File: src/rtl/uart_imem_loader_if.sv
// IMEM port A write bus driven by the UART bootloader.
interface uart_imem_loader_if #(
  parameter int unsigned IMEM_AW = 14
);
  logic               imem_en;
  logic [3:0]         imem_we;
  logic [IMEM_AW-1:0] imem_addr;
  logic [31:0]        imem_din;

  modport master (output imem_en, output imem_we, output imem_addr, output imem_din);
  modport slave  (input  imem_en, input  imem_we, input  imem_addr, input  imem_din);
endinterface

File: src/rtl/uart_imem_loader.sv
// UART bootloader: receives framed images, writes IMEM port A, answers ACK/NAK.
// Optional receive timeout enabled by defining UART_LOADER_TIMEOUT_EN.
module uart_imem_loader #(
  parameter int unsigned CLOCK_FREQ = 50_000_000,
  parameter int unsigned BAUD_RATE  = 115200,
  parameter int unsigned IMEM_AW    = 14
) (
  input  logic                clk,
  input  logic                rst,
  input  logic                serial_in,
  output logic                serial_out,
  uart_imem_loader_if.master  imem,
  output logic                cpu_hold,
  output logic                load_done,
  output logic                load_err
);
  localparam int unsigned CLKS_PER_BIT = CLOCK_FREQ / BAUD_RATE;
  localparam int unsigned CW = $clog2(CLKS_PER_BIT + 1);
  localparam logic [CW-1:0] BIT_END  = CW'(CLKS_PER_BIT - 1);
  localparam logic [CW-1:0] HALF_END = CW'(CLKS_PER_BIT / 2 - 1);

  typedef enum logic [2:0] {IDLE, ADDR, CNT, DATA, CSUM, RESP} state_t;
  state_t state, state_n;

  // ---------------- receiver ----------------
  logic          rx_s1, rx_s2, rx_prev, rx_busy, rx_valid, rx_frame_err;
  logic [CW-1:0] rx_cnt;
  logic [3:0]    rx_bit;
  logic [7:0]    rx_data;

  always_ff @(posedge clk or posedge rst) begin
    if (rst) begin
      rx_s1 <= 1'b1; rx_s2 <= 1'b1; rx_prev <= 1'b1;
      rx_busy <= 1'b0; rx_cnt <= '0; rx_bit <= '0; rx_data <= '0;
      rx_valid <= 1'b0; rx_frame_err <= 1'b0;
    end else begin
      rx_s1 <= serial_in; rx_s2 <= rx_s1; rx_prev <= rx_s2;
      rx_valid <= 1'b0; rx_frame_err <= 1'b0;
      if (!rx_busy) begin
        if (rx_prev && !rx_s2) begin
          rx_busy <= 1'b1; rx_cnt <= '0; rx_bit <= '0;
        end
      end else if (rx_bit == 4'd0) begin
        // start bit re-checked at half a bit; a high line here was a glitch
        if (rx_cnt == HALF_END) begin
          rx_cnt <= '0;
          if (rx_s2) rx_busy <= 1'b0;
          else       rx_bit  <= 4'd1;
        end else rx_cnt <= rx_cnt + 1'b1;
      end else if (rx_cnt == BIT_END) begin
        rx_cnt <= '0;
        if (rx_bit == 4'd9) begin
          rx_busy <= 1'b0;
          if (rx_s2) rx_valid <= 1'b1;
          else       rx_frame_err <= 1'b1;
        end else begin
          rx_data <= {rx_s2, rx_data[7:1]};
          rx_bit  <= rx_bit + 1'b1;
        end
      end else rx_cnt <= rx_cnt + 1'b1;
    end
  end

  // ---------------- transmitter ----------------
  logic          tx_busy, tx_start, tx_done;
  logic [7:0]    tx_byte;
  logic [9:0]    tx_frame;
  logic [CW-1:0] tx_cnt;
  logic [3:0]    tx_bit;

  always_ff @(posedge clk or posedge rst) begin
    if (rst) begin
      tx_busy <= 1'b0; tx_frame <= '1; tx_cnt <= '0; tx_bit <= '0; tx_done <= 1'b0;
    end else begin
      tx_done <= 1'b0;
      if (tx_start) begin
        tx_busy <= 1'b1; tx_frame <= {1'b1, tx_byte, 1'b0}; tx_cnt <= '0; tx_bit <= '0;
      end else if (tx_busy) begin
        if (tx_cnt == BIT_END) begin
          tx_cnt   <= '0;
          tx_frame <= {1'b1, tx_frame[9:1]};
          if (tx_bit == 4'd9) begin
            tx_busy <= 1'b0; tx_done <= 1'b1;
          end else tx_bit <= tx_bit + 1'b1;
        end else tx_cnt <= tx_cnt + 1'b1;
      end
    end
  end

  // the frame register refills with ones, so bit 0 is the idle-high line too
  assign serial_out = tx_frame[0];

  // ---------------- frame FSM ----------------
  logic               in_frame, timeout, start_frame, word_wr, ack_ok;
  logic [1:0]         byte_idx;
  logic [23:0]        addr_sh, word_sh;
  logic [7:0]         cnt_lo, csum;
  logic [15:0]        words_left;
  logic [IMEM_AW-1:0] ptr, addr_q;
  logic [31:0]        din_q;
  logic               en_q, resp_ack;

  assign in_frame = state inside {ADDR, CNT, DATA, CSUM};

`ifdef UART_LOADER_TIMEOUT_EN
  localparam int unsigned TO_CYCLES = 16 * 10 * CLKS_PER_BIT;
  localparam int unsigned TW = $clog2(TO_CYCLES + 1);
  logic [TW-1:0] to_cnt;

  always_ff @(posedge clk or posedge rst) begin
    if (rst)                       to_cnt <= '0;
    else if (rx_valid || !in_frame) to_cnt <= '0;
    else if (!timeout)             to_cnt <= to_cnt + 1'b1;
  end
  assign timeout = in_frame && (to_cnt == TW'(TO_CYCLES - 1));
`else
  assign timeout = 1'b0;
`endif

  always_comb begin
    state_n = state; tx_start = 1'b0; tx_byte = 8'h15;
    start_frame = 1'b0; word_wr = 1'b0; ack_ok = 1'b0;
    case (state)
      IDLE: if (rx_valid && rx_data == 8'hA5) begin state_n = ADDR; start_frame = 1'b1; end
      ADDR: if (rx_valid && byte_idx == 2'd3) state_n = CNT;
      CNT:  if (rx_valid && byte_idx[0]) state_n = ({rx_data, cnt_lo} == 16'd0) ? CSUM : DATA;
      DATA: if (rx_valid && byte_idx == 2'd3) begin
              word_wr = 1'b1;
              if (words_left == 16'd1) state_n = CSUM;
            end
      CSUM: if (rx_valid) begin
              state_n = RESP; tx_start = 1'b1;
              if (rx_data == csum) begin ack_ok = 1'b1; tx_byte = 8'h06; end
            end
      RESP: if (tx_done) state_n = IDLE;
      default: state_n = IDLE;
    endcase
    if (in_frame && (rx_frame_err || timeout)) begin
      state_n = RESP; tx_start = 1'b1; tx_byte = 8'h15; ack_ok = 1'b0; word_wr = 1'b0;
    end
  end

  always_ff @(posedge clk or posedge rst) begin
    if (rst) begin
      state <= IDLE; byte_idx <= '0; addr_sh <= '0; word_sh <= '0; cnt_lo <= '0;
      csum <= '0; words_left <= '0; ptr <= '0; addr_q <= '0; din_q <= '0;
      en_q <= 1'b0; resp_ack <= 1'b0; cpu_hold <= 1'b0; load_done <= 1'b0; load_err <= 1'b0;
    end else begin
      state <= state_n; en_q <= 1'b0; load_done <= 1'b0;
      if (start_frame) begin
        cpu_hold <= 1'b1; load_err <= 1'b0; csum <= '0; byte_idx <= '0;
      end else if (rx_valid && state inside {ADDR, CNT, DATA} && state_n != RESP) begin
        csum <= csum + rx_data; byte_idx <= byte_idx + 1'b1;
        case (state)
          ADDR: begin
            addr_sh <= {rx_data, addr_sh[23:8]};
            if (byte_idx == 2'd3) ptr <= IMEM_AW'({rx_data, addr_sh} >> 2);
          end
          CNT: begin
            cnt_lo <= rx_data;
            if (byte_idx[0]) begin words_left <= {rx_data, cnt_lo}; byte_idx <= '0; end
          end
          DATA: begin
            word_sh <= {rx_data, word_sh[23:8]};
            if (word_wr) begin
              en_q <= 1'b1; addr_q <= ptr; din_q <= {rx_data, word_sh};
              ptr <= ptr + 1'b1; words_left <= words_left - 16'd1;
            end
          end
          default: ;
        endcase
      end
      if (tx_start) begin
        resp_ack <= ack_ok;
        if (!ack_ok) load_err <= 1'b1;
      end
      if (state == RESP && tx_done) begin
        cpu_hold <= 1'b0; load_done <= resp_ack;
      end
    end
  end

  assign imem.imem_en   = en_q;
  assign imem.imem_we   = en_q ? 4'hF : '0;
  assign imem.imem_addr = addr_q;
  assign imem.imem_din  = din_q;
endmodule

File: src/flat_wrapper.sv
// flat-port wrapper written by rule: the top's interface ports become plain ports
module uart_imem_loader_flat 
#(
  parameter int unsigned CLOCK_FREQ = 50_000_000,
  parameter int unsigned BAUD_RATE  = 115200,
  parameter int unsigned IMEM_AW    = 14
)
  (clk, rst, serial_in, serial_out, cpu_hold, load_done, load_err, imem_imem_en, imem_imem_we, imem_imem_addr, imem_imem_din);
  uart_imem_loader_if #(.IMEM_AW(IMEM_AW)) imem_i ();
  input  logic clk;
  input  logic rst;
  input  logic serial_in;
  output logic serial_out;
  output logic cpu_hold;
  output logic load_done;
  output logic load_err;
  output wire logic [$bits(imem_i.imem_en)-1:0] imem_imem_en;
  output wire logic [$bits(imem_i.imem_we)-1:0] imem_imem_we;
  output wire logic [$bits(imem_i.imem_addr)-1:0] imem_imem_addr;
  output wire logic [$bits(imem_i.imem_din)-1:0] imem_imem_din;
  assign imem_imem_en = imem_i.imem_en;
  assign imem_imem_we = imem_i.imem_we;
  assign imem_imem_addr = imem_i.imem_addr;
  assign imem_imem_din = imem_i.imem_din;
  uart_imem_loader #(.CLOCK_FREQ(CLOCK_FREQ), .BAUD_RATE(BAUD_RATE), .IMEM_AW(IMEM_AW)) u_core (.clk(clk), .rst(rst), .serial_in(serial_in), .serial_out(serial_out), .imem(imem_i), .cpu_hold(cpu_hold), .load_done(load_done), .load_err(load_err));
endmodule
File: config.mk
export PLATFORM = sky130hd
export DESIGN_NAME = uart_imem_loader_flat
export DESIGN_NICKNAME = d
export VERILOG_FILES = /design/src/rtl/uart_imem_loader_if.sv /design/src/rtl/uart_imem_loader.sv /design/src/flat_wrapper.sv
export SDC_FILE = /design/constraint.sdc
export NUM_CORES = 1
export LEC_CHECK = 0
export ABC_CLOCK_PERIOD_IN_PS = 7500
export BUFFER_PORTS_ARGS = -buffer_cell sky130_fd_sc_hd__buf_2
export CAP_MARGIN = 40
export CORE_AREA = 2 2 128 130
export CTS_CLUSTER_DIAMETER = 50
export CTS_CLUSTER_SIZE = 28
export DETAILED_ROUTE_END_ITERATION = 12
export DIE_AREA = 0 0 130 132
export GPL_ROUTABILITY_DRIVEN = 1
export PLACE_DENSITY = 0.75
export SETUP_SLACK_MARGIN = 0.15
export SLEW_MARGIN = 0
export SYNTH_ARGS = -nofsm -noshare
export SYNTH_HDL_FRONTEND = slang
export SYNTH_SLANG_ARGS = --single-unit
File: constraint.sdc
create_clock -name clk -period 7.5 [get_ports clk]
set_input_delay 1.5 -clock clk [delete_from_list [all_inputs] [get_ports clk]]
set_output_delay 1.5 -clock clk [all_outputs]
set_load 0.02 [all_outputs]
==> results of run 1 <==
## metrics by stage
step | cell area (um^2) | hold slack [ns] | setup WS [ns]
global placement | 9720 | 0.346 | 3.24
finish | 10300 | 0.363 | 3.43
CTS | 10300 | 0.365 | 3.47
floorplan | 9340 | 0.345 | 0.594
global route | 10300 | 0.366 | 3.23
detailed placement | 9760 | 0.355 | 3.48
## worst max-delay path by stage
stage | slack [ns] | end | start | cells past startpoint
after floorplan | 0.59 | u_core.addr_sh[10] | rst | 1
after global placement | 3.24 | u_core.word_sh[4] | u_core.rx_data[2] | 7
after detailed placement | 3.48 | u_core.word_sh[5] | u_core.rx_data[2] | 8
after CTS | 3.47 | u_core.word_sh[5] | u_core.rx_data[2] | 8
after global routing | 3.23 | u_core.addr_sh[10] | u_core.rx_data[7] | 7
final | 3.43 | u_core.word_sh[5] | u_core.rx_data[2] | 8
## critical path, cell delays in order (launching register included)
cell and delay [ns]:
dfrtp_1 0.50, or4_1 0.59, or4_1 0.56, a41o_1 0.29, o21ai_2 0.60, buf_4 0.37, and2_1 0.45, buf_8 0.23
mux2_2 0.34
## report_power, final
part | switching (mW) | internal (mW) | total, mW | leakage, nW
sequential | 0.0266 | 1.09 | 1.12 | 2.72
combinational | 0.0473 | 0.0264 | 0.0737 | 2.18
clock | 0.408 | 0.471 | 0.879 | 0.275
total | 0.482 | 1.59 | 2.07 | 5.18
## final cells by class
cell class                      count  area [um^2]  area share, %
Clock buffer                       19          443           4.29
Clock inverter                     13          120           1.16
Inverter                           26          105           1.02
Multi-Input combinational cell    675         4030           39.0
Sequential cell                   199         4990           48.4
Tap cell                          216          270           2.62
Timing Repair Buffer               64          365           3.54
## routing by layer
layer,track usage (%),up-vias,share of wire (%)
met3,4.06,28,4.5
met2,37.3,206,47
met4,8.18,0,1.8
li1,-,3356,-
met5,0,-,0
met1,32.0,3380,47
## flip-flops by register name, indices dropped and copies added, names as in the netlist, 2 cells and up
name and cells:
u_core.rx_data 8, u_core.addr_sh 22, u_core.csum 8, u_core.words_left 16, u_core.ptr 14, u_core.cnt_lo 8, u_core.word_sh 24, u_core.tx_cnt 9
u_core.imem.imem_addr 14, u_core.tx_frame 9, u_core.state 3, u_core.byte_idx 2, u_core.tx_bit 4, u_core.imem.imem_din 32, u_core.rx_cnt 9, u_core.rx_bit 4
## cells in the final DEF, fill, tap and decap left out, drive strengths merged, types with 4 or more instances in the layout
cell,count
nor2b,8
nand2,222
mux2,61
dfstp,12
dfrtp,187
ha,22
buf,64
nand4,14
inv,29
clkbuf,19
or3,5
or2,4
xor2,13
nand2b,14
a31oi,16
nor4,10
nor3,9
mux2i,9
nor2,42
clkinv,6
and3,6
xnor2,5
and2,12
o21ai,54
or4,8
o22ai,10
nand3,32
o211ai,4
a21oi,54
## logic make-up after synthesis
family / after synthesis / share of synthesized area (%)
flops: 199 / 53.5
mux: 70 / 8.32
buf+inv: 75 / 3.46
fa+ha+maj: 23 / 3.16
xor+xnor: 18 / 1.69
simple gates: 395 / 19.2
compound gates: 169 / 10.7
==> reports/metrics.cfg, run 1 <==
[detailed_routing]
via_per_inst=5.75
dr_total_vias=6970
post-route-drc-count=0
ant_nets=0
drtPass1Iterations=5
avgRoutedWirePerCell_um=15.6
drt_iter0_drc=556
routed_wl_um=19000

[timing]
setup-tns-final_ns=0
finClkSkew_ns=0.00785
fin_crit_sh_pct=54.3
finalSetupViolCount=0
rsz0062_at_grt=false
drv_slew=0
fmax_mhz=245
worst_slew_pin_slew_ns=0.854
slew_headroom_pct=43.1
hold_viol=0
fin_crit_ns=4.07

[clocking]
cts_buffers=17
ctsResizeCount=0
clk_pin_slew_ns=0.07
clock_path_buffers=2
h-tree-depth=4
hold_buffers=0
worstSkewPairLatency_ns=0.43
post_cts_buffers=0
cts_tree=built
cts_root_buf=clkbuf_16
cts_sinks=199

[finish]
fin_cells=1212
nFillCells=1295
utilization_pct=65.7
diodes=0
syn_to_final_growth_pct=10.5
layout-drive-gt1-share_pct=13.9
nNetsFinal=1009

[critical_path]
timing.rr.end=u_core.word_sh[5]
critPathLaunchType=flop
reg2reg_slack_ns=3.43
timing_worst_setup_path_type=flop to flop
reg2reg_depth=8
cp_data_required_time_ns=7.82
crit_fanout=19
end_kind=flop
arrival_ns=4.39
r2r-start=u_core.rx_data[2]

[die]
initial_core_util_pct=59.5
row_count=46
ios=58
die_y_um=132
dieArea_mm2=0.0172
design.core.area_mm2=0.0157
die_x_um=130

[power]
power_density_mw_per_mm2=201
p_leak_nw=5.18
vdd_drop_max_mv=0.178
power_mw=2.07

[yosys]
syn_area_mm2=0.00934
synth_flop_cell=dfrtp_1
synth_edf_count=0
synthCells=949
syn-num-nets=975
async_reset_ff_share_pct=100
synth_area_leaders=dfrtp_1 50%, nand2_1 8.9%, mux2_1 4.8%, dfstp_2 3.4%, ha_1 2.9%
yosys.area.top_type=dfrtp_1
synth_top_area_share_pct=50.1
synth_seq_cells=199
yosys-top-cells-count=222 x nand2_1, 187 x dfrtp_1, 54 x a21oi_1, 53 x o21ai_0, 42 x nor2_1
seq_area_frac_synth_pct=53.5
synth.most_common_cell=nand2_1
yosys_warnings=0
synth_area_per_cell_um2=9.84
synth.distinct_cells=61

[outcome]
status=finished, final reports clean

[min_path]
hold_end=u_core.rx_s2
hp-class=flop to flop
worstHoldStart=u_core.rx_s1
hold_depth=0

[grt]
grt_usage_pct=23.2
grt_max_degree=118
grt_pass1_vias=6765
grt_overflow=0
grt_pass1_wl_um=32200
antenna_found_initial=0

[place]
hpwl_um=12600
portBuffers=57
gp_congestion=0.960
dp.cells=1180

[job]
max_cap_viol_count=0

Note: power is estimated with default switching activity, not from simulation.
==> run 2, diff against run 1 <==
ABC_CLOCK_PERIOD_IN_PS = 4300   (was 7500)
clock period = 4.3 ns   (was 7.5 ns; I/O delays follow)
==> run 2 against run 1 <==
Against the previous run: first-iteration DRC count increased by 1.8%; via count increased by 0.95%; die area unchanged; clock skew increased by 0.00093 ns; worst setup slack got worse by 2.6 ns; worst hold slack about the same; critical path type unchanged; critical endpoint is now u_core.word_sh[17]; largest power group unchanged; highest routed layer unchanged.
==> reports/metrics.cfg, run 2 (synthesis gave the netlist of run 1 again) <==
[timing]
slew_headroom_pct=41.5
finClkSkew_ns=0.00878
fin_crit_ns=3.47
hold_viol=0
fin_crit_sh_pct=80.7
finalSetupViolCount=0
rsz0062_at_grt=false
worst_slew_pin_slew_ns=0.877
setup-tns-final_ns=0
fmax_mhz=288
drv_slew=0

[critical_path]
end_kind=flop
crit_top_cell=or4_1
reg2reg_slack_ns=0.83
timing_worst_setup_path_type=flop to flop
path_cells=or4_1 -> or4_1 -> a41o_1 -> o21ai_2 -> and2_1 -> buf_4 -> mux2_1
timing.rr.end=u_core.word_sh[17]
crit_fanout=15
cp_data_required_time_ns=4.62
critPathLaunchType=flop
reg2reg_depth=7
r2r-start=u_core.rx_data[2]
crit_path_top_delay_cell=or4_1
cpPeakStageDelay_ns=0.58
arrival_ns=3.79

[power]
vdd_drop_max_mv=0.277
power_density_mw_per_mm2=373
p_leak_nw=5.25
power_mw=3.90

[outcome]
status=finished, final reports clean

[detailed_routing]
avgRoutedWirePerCell_um=16.0
via_per_inst=5.78
drtPass1Iterations=7
drt_iter0_drc=566
dr_total_vias=7036
post-route-drc-count=0
routed_wl_um=19400
ant_nets=0

[clocking]
post_cts_buffers=0
cts_sinks=199
ctsResizeCount=0
hold_buffers=0
clk_pin_slew_ns=0.07
h-tree-depth=4
cts_tree=built
cts_buffers=17
worstSkewPairLatency_ns=0.44
cts_root_buf=clkbuf_16
clock_path_buffers=2

[finish]
final_area_mm2=0.0105
diodes=0
layout-drive-gt1-share_pct=14.4
fin_cells=1218
syn_to_final_growth_pct=12.0
nNetsFinal=1015
utilization_pct=66.6
largest_reg_flops=32
final_common_cell=nand2_1
layout_common_cells=222 x nand2_1, 187 x dfrtp_1, 57 x buf_2, 54 x a21oi_1, 53 x o21ai_0

[place]
hpwl_um=12700
portBuffers=57
dp.cells=1186
gp_congestion=0.882
placed_cell_area_mm2=0.00979

[min_path]
worstHoldStart=u_core.rx_s1
hp-class=flop to flop
hold_end=u_core.rx_s2
hold_depth=0

[die]
design.core.area_mm2=0.0157
row_count=46
die_y_um=132
dieArea_mm2=0.0172
ios=58
initial_core_util_pct=59.5
die_x_um=130

[grt]
antenna_found_initial=0
grt_pass1_wl_um=32200
grt_max_degree=132
grt_pass1_vias=6617
grt_overflow=0
grt_usage_pct=23.5

[job]
max_cap_viol_count=0

run 2: final cells by class:
class	count	area, um^2
multi-input combinational	675	4030
timing repair buffer	70	395
clock inverter	14	243
sequential	199	4990
tap	216	270
inverter	26	101
fill	1242	5250
clock buffer	18	429
run 2: metrics by stage:
stage,worst slack (ns),hold slack [ns]
2_1_floorplan,0.875,0.345
3_3_place_gp,0.935,0.347
3_5_place_dp,0.863,0.349
4_1_cts,0.829,0.358
5_1_grt,0.682,0.366
6_report,0.831,0.363
run 2: how the worst max path moves through the flow:
stage	to	depth (start not counted)	start
2_1_floorplan	u_core.addr_sh[10]	1	rst
3_3_place_gp	u_core.word_sh[16]	7	u_core.rx_data[2]
3_5_place_dp	u_core.word_sh[17]	7	u_core.rx_data[2]
4_1_cts	u_core.word_sh[17]	7	u_core.rx_data[2]
5_1_grt	u_core.word_sh[17]	7	u_core.rx_data[2]
6_report	u_core.word_sh[17]	7	u_core.rx_data[2]
run 2: per-layer routing:
layer	vias up	GRT usage, %	wire length, um
li1	3381	-	-
met5	-	0	0
met1	3418	32.3	8840
met2	203	37.6	9320
met3	34	4.99	874
met4	0	7.41	405
run 2: worst max-delay path, delay by kind of cell, from the launching register on:
| family | cells | cell delay (ns) |
|---|---|---|
| simple gates | 3 | 1.60 |
| compound gates | 2 | 0.56 |
| flops | 1 | 0.51 |
| mux | 1 | 0.36 |
| buf+inv | 1 | 0.32 |
run 2: power breakdown:
part           leakage [nW]  switching, mW  internal, mW
sequential             2.72         0.0446          1.90
clock                 0.329          0.720          1.10
combinational          2.20         0.0828        0.0460
==> run 3, diff against run 2 <==
ABC_AREA = 1   (was not set)
ABC_CLOCK_PERIOD_IN_PS = 3180   (was 4300)
CORE_AREA = 2 2 138 140   (was 2 2 128 130)
DIE_AREA = 0 0 140 142   (was 0 0 130 132)
PLACE_DENSITY = 0.72   (was 0.75)
clock period = 3.18 ns   (was 4.3 ns; I/O delays follow)
==> run 3 against run 2 <==
Against the previous run: the run now ends with DRC left; worst hold slack got worse by 0.19 ns; design area rose by 5.2%; clock skew is 0.0023 ns higher; combinational power grew to 3.3 times the previous value; largest cell class unchanged.
==> reports/metrics.cfg, run 3 <==
[clocking]
clk_pin_slew_ns=0.07
h-tree-depth=4
cts_sinks=199
cts_root_buf=clkbuf_16
cts_tree=built
post_cts_buffers=0
hold_buffers=0
clock_path_buffers=2
ctsResizeCount=0
worstSkewPairLatency_ns=0.44
cts_buffers=17

[yosys]
synth_area_per_cell_um2=8.17
synth_seq_cells=199
synth_area_leaders=dfrtp_1 47%, nand2_1 16%, nand4_1 6.2%, o21ai_0 3.3%, dfstp_2 3.2%
synth.distinct_cells=42
seq_area_frac_synth_pct=50.2
syn-num-nets=1244
yosys_warnings=0
async_reset_ff_share_pct=100
yosys.area.top_type=dfrtp_1
synth_edf_count=0
synth.most_common_cell=nand2_1
yosys-top-cells-count=423 x nand2_1, 187 x dfrtp_1, 98 x nand4_1, 80 x inv_1, 74 x nor2_1
synth_flop_cell=dfrtp_1
synthCells=1218
syn_area_mm2=0.00995
synth_top_area_share_pct=47.0

[finish]
largest_reg_flops=32
nNetsFinal=1281
syn_to_final_growth_pct=10.6
final_common_cell=nand2_1
layout-drive-gt1-share_pct=12.5
final_area_mm2=0.0110
layout_common_cells=423 x nand2_1, 187 x dfrtp_1, 98 x nand4_1, 79 x inv_1, 74 x nor2_1
nFillCells=1639
diodes=0
utilization_pct=59.6

[die]
row_count=50
ios=58
die_y_um=142
dieArea_mm2=0.0199
die_x_um=140
design.core.area_mm2=0.0185
initial_core_util_pct=53.9

[detailed_routing]
dr_wl_met2_um=11000
wirelength_met1_um=10500
dr_total_vias=8312
via_per_inst=5.54
highest_layer=met4
routed_wl_um=22800
post-route-drc-count=5
ant_nets=0
avgRoutedWirePerCell_um=15.2
drt_iter0_drc=718
met3_length_um=1050
drtPass1Iterations=10

[timing]
fmax_mhz=365
slew_headroom_pct=47.0
fin_ws_ns=0.439
fin_crit_ns=2.74
hold_viol=0
fin_hold_ws_ns=0.169
worst_slew_pin_slew_ns=0.795
fin_crit_sh_pct=86.2
finalSetupViolCount=0
drv_slew=0
rsz0062_at_grt=false
finClkSkew_ns=0.0111
setup-tns-final_ns=0

[grt]
grt_max_degree=67
grt_pass1_vias=7877
grt_usage_pct=24.3
grt_overflow=0
grt_pass1_wl_um=39300
antenna_found_initial=0

[critical_path]
critPathBufInv=0
critPathLaunchType=flop
crit_top_cell=nand2_1
cp_data_required_time_ns=3.50
arrival_ns=3.06
path_cells=nor2_1 -> nand2_1 -> nor2_1 -> nand3_1 -> nand2_2 -> nand4_4 -> nand2_4 -> nand3_2 -> nand2_1 -> nand2_1
timing_worst_setup_path_type=flop to flop
crit_fanout=49
cp_top_family=simple AND/OR/NAND/NOR gates
crit_path_top_delay_cell=nand3_2
cpPeakStageDelay_ns=0.53
path_depth=10
reg2reg_depth=10
end_kind=flop

[outcome]
violations=DRC
status=complete, but fails checks

[place]
hpwl_um=15100
gp_congestion=0.891
pre_cts_slack_ns=0.554
placed_cell_area_mm2=0.0104
portBuffers=57

[power]
p_leak_nw=5.69
vdd_drop_max_mv=0.582
power_density_mw_per_mm2=476

[job]
max_cap_viol_count=0

[min_path]
hp-class=input pin to async pin

## run 3: stage by stage
step           cells  total power [mW]
2_1_floorplan   1218              2.99
3_3_place_gp    1469              3.09
3_5_place_dp    1470              3.11
4_1_cts         1501              5.28
5_1_grt         1501              5.45
6_report        1501              5.24
## run 3: layout make-up
cell class	instances	area, um^2	share of cell area (%)
clock inverter	12	141	1.28
tap	234	293	2.66
multi-input combinational	870	4300	39.1
clock buffer	19	443	4.02
timing repair buffer	76	490	4.46
sequential	199	4990	45.4
inverter	91	345	3.14
## run 3: cell families after synthesis
logic type | count (synthesis) | share of synthesized area, %
buf+inv | 149 | 6.67
flops | 199 | 50.2
fa+ha+maj | 23 | 2.97
xor+xnor | 20 | 1.76
simple gates | 708 | 31.8
compound gates | 119 | 6.64
## run 3: final timing paths
path                                           start                       end  slack (ns)
worst max-delay path            u_core.words_left[4]         u_core.word_sh[4]        0.44
worst min-delay path                             rst          u_core.rx_cnt[5]        0.17
worst max register to register  u_core.words_left[4]         u_core.word_sh[4]        0.44
worst min register to register          u_core.rx_s1              u_core.rx_s2        0.36
max in group asynchronous                        rst  u_core.imem.imem_din[24]        2.23
min in group clk                           serial_in              u_core.rx_s1        0.30
## run 3: routing by layer
| metal | track usage [%] | vias up |
|---|---|---|
| li1 | - | 4112 |
| met1 | 33.7 | 3959 |
| met2 | 39.9 | 214 |
| met3 | 4.37 | 27 |
| met4 | 6.33 | 0 |
| met5 | 0 | - |
## run 3: where the power goes
| part | total (mW) | switching (mW) | internal, mW |
|---|---|---|---|
| Combinational | 0.420 | 0.291 | 0.130 |
| Sequential | 2.64 | 0.0535 | 2.59 |
| Clock | 2.18 | 0.988 | 1.19 |
| Total | 5.24 | 1.33 | 3.91 |
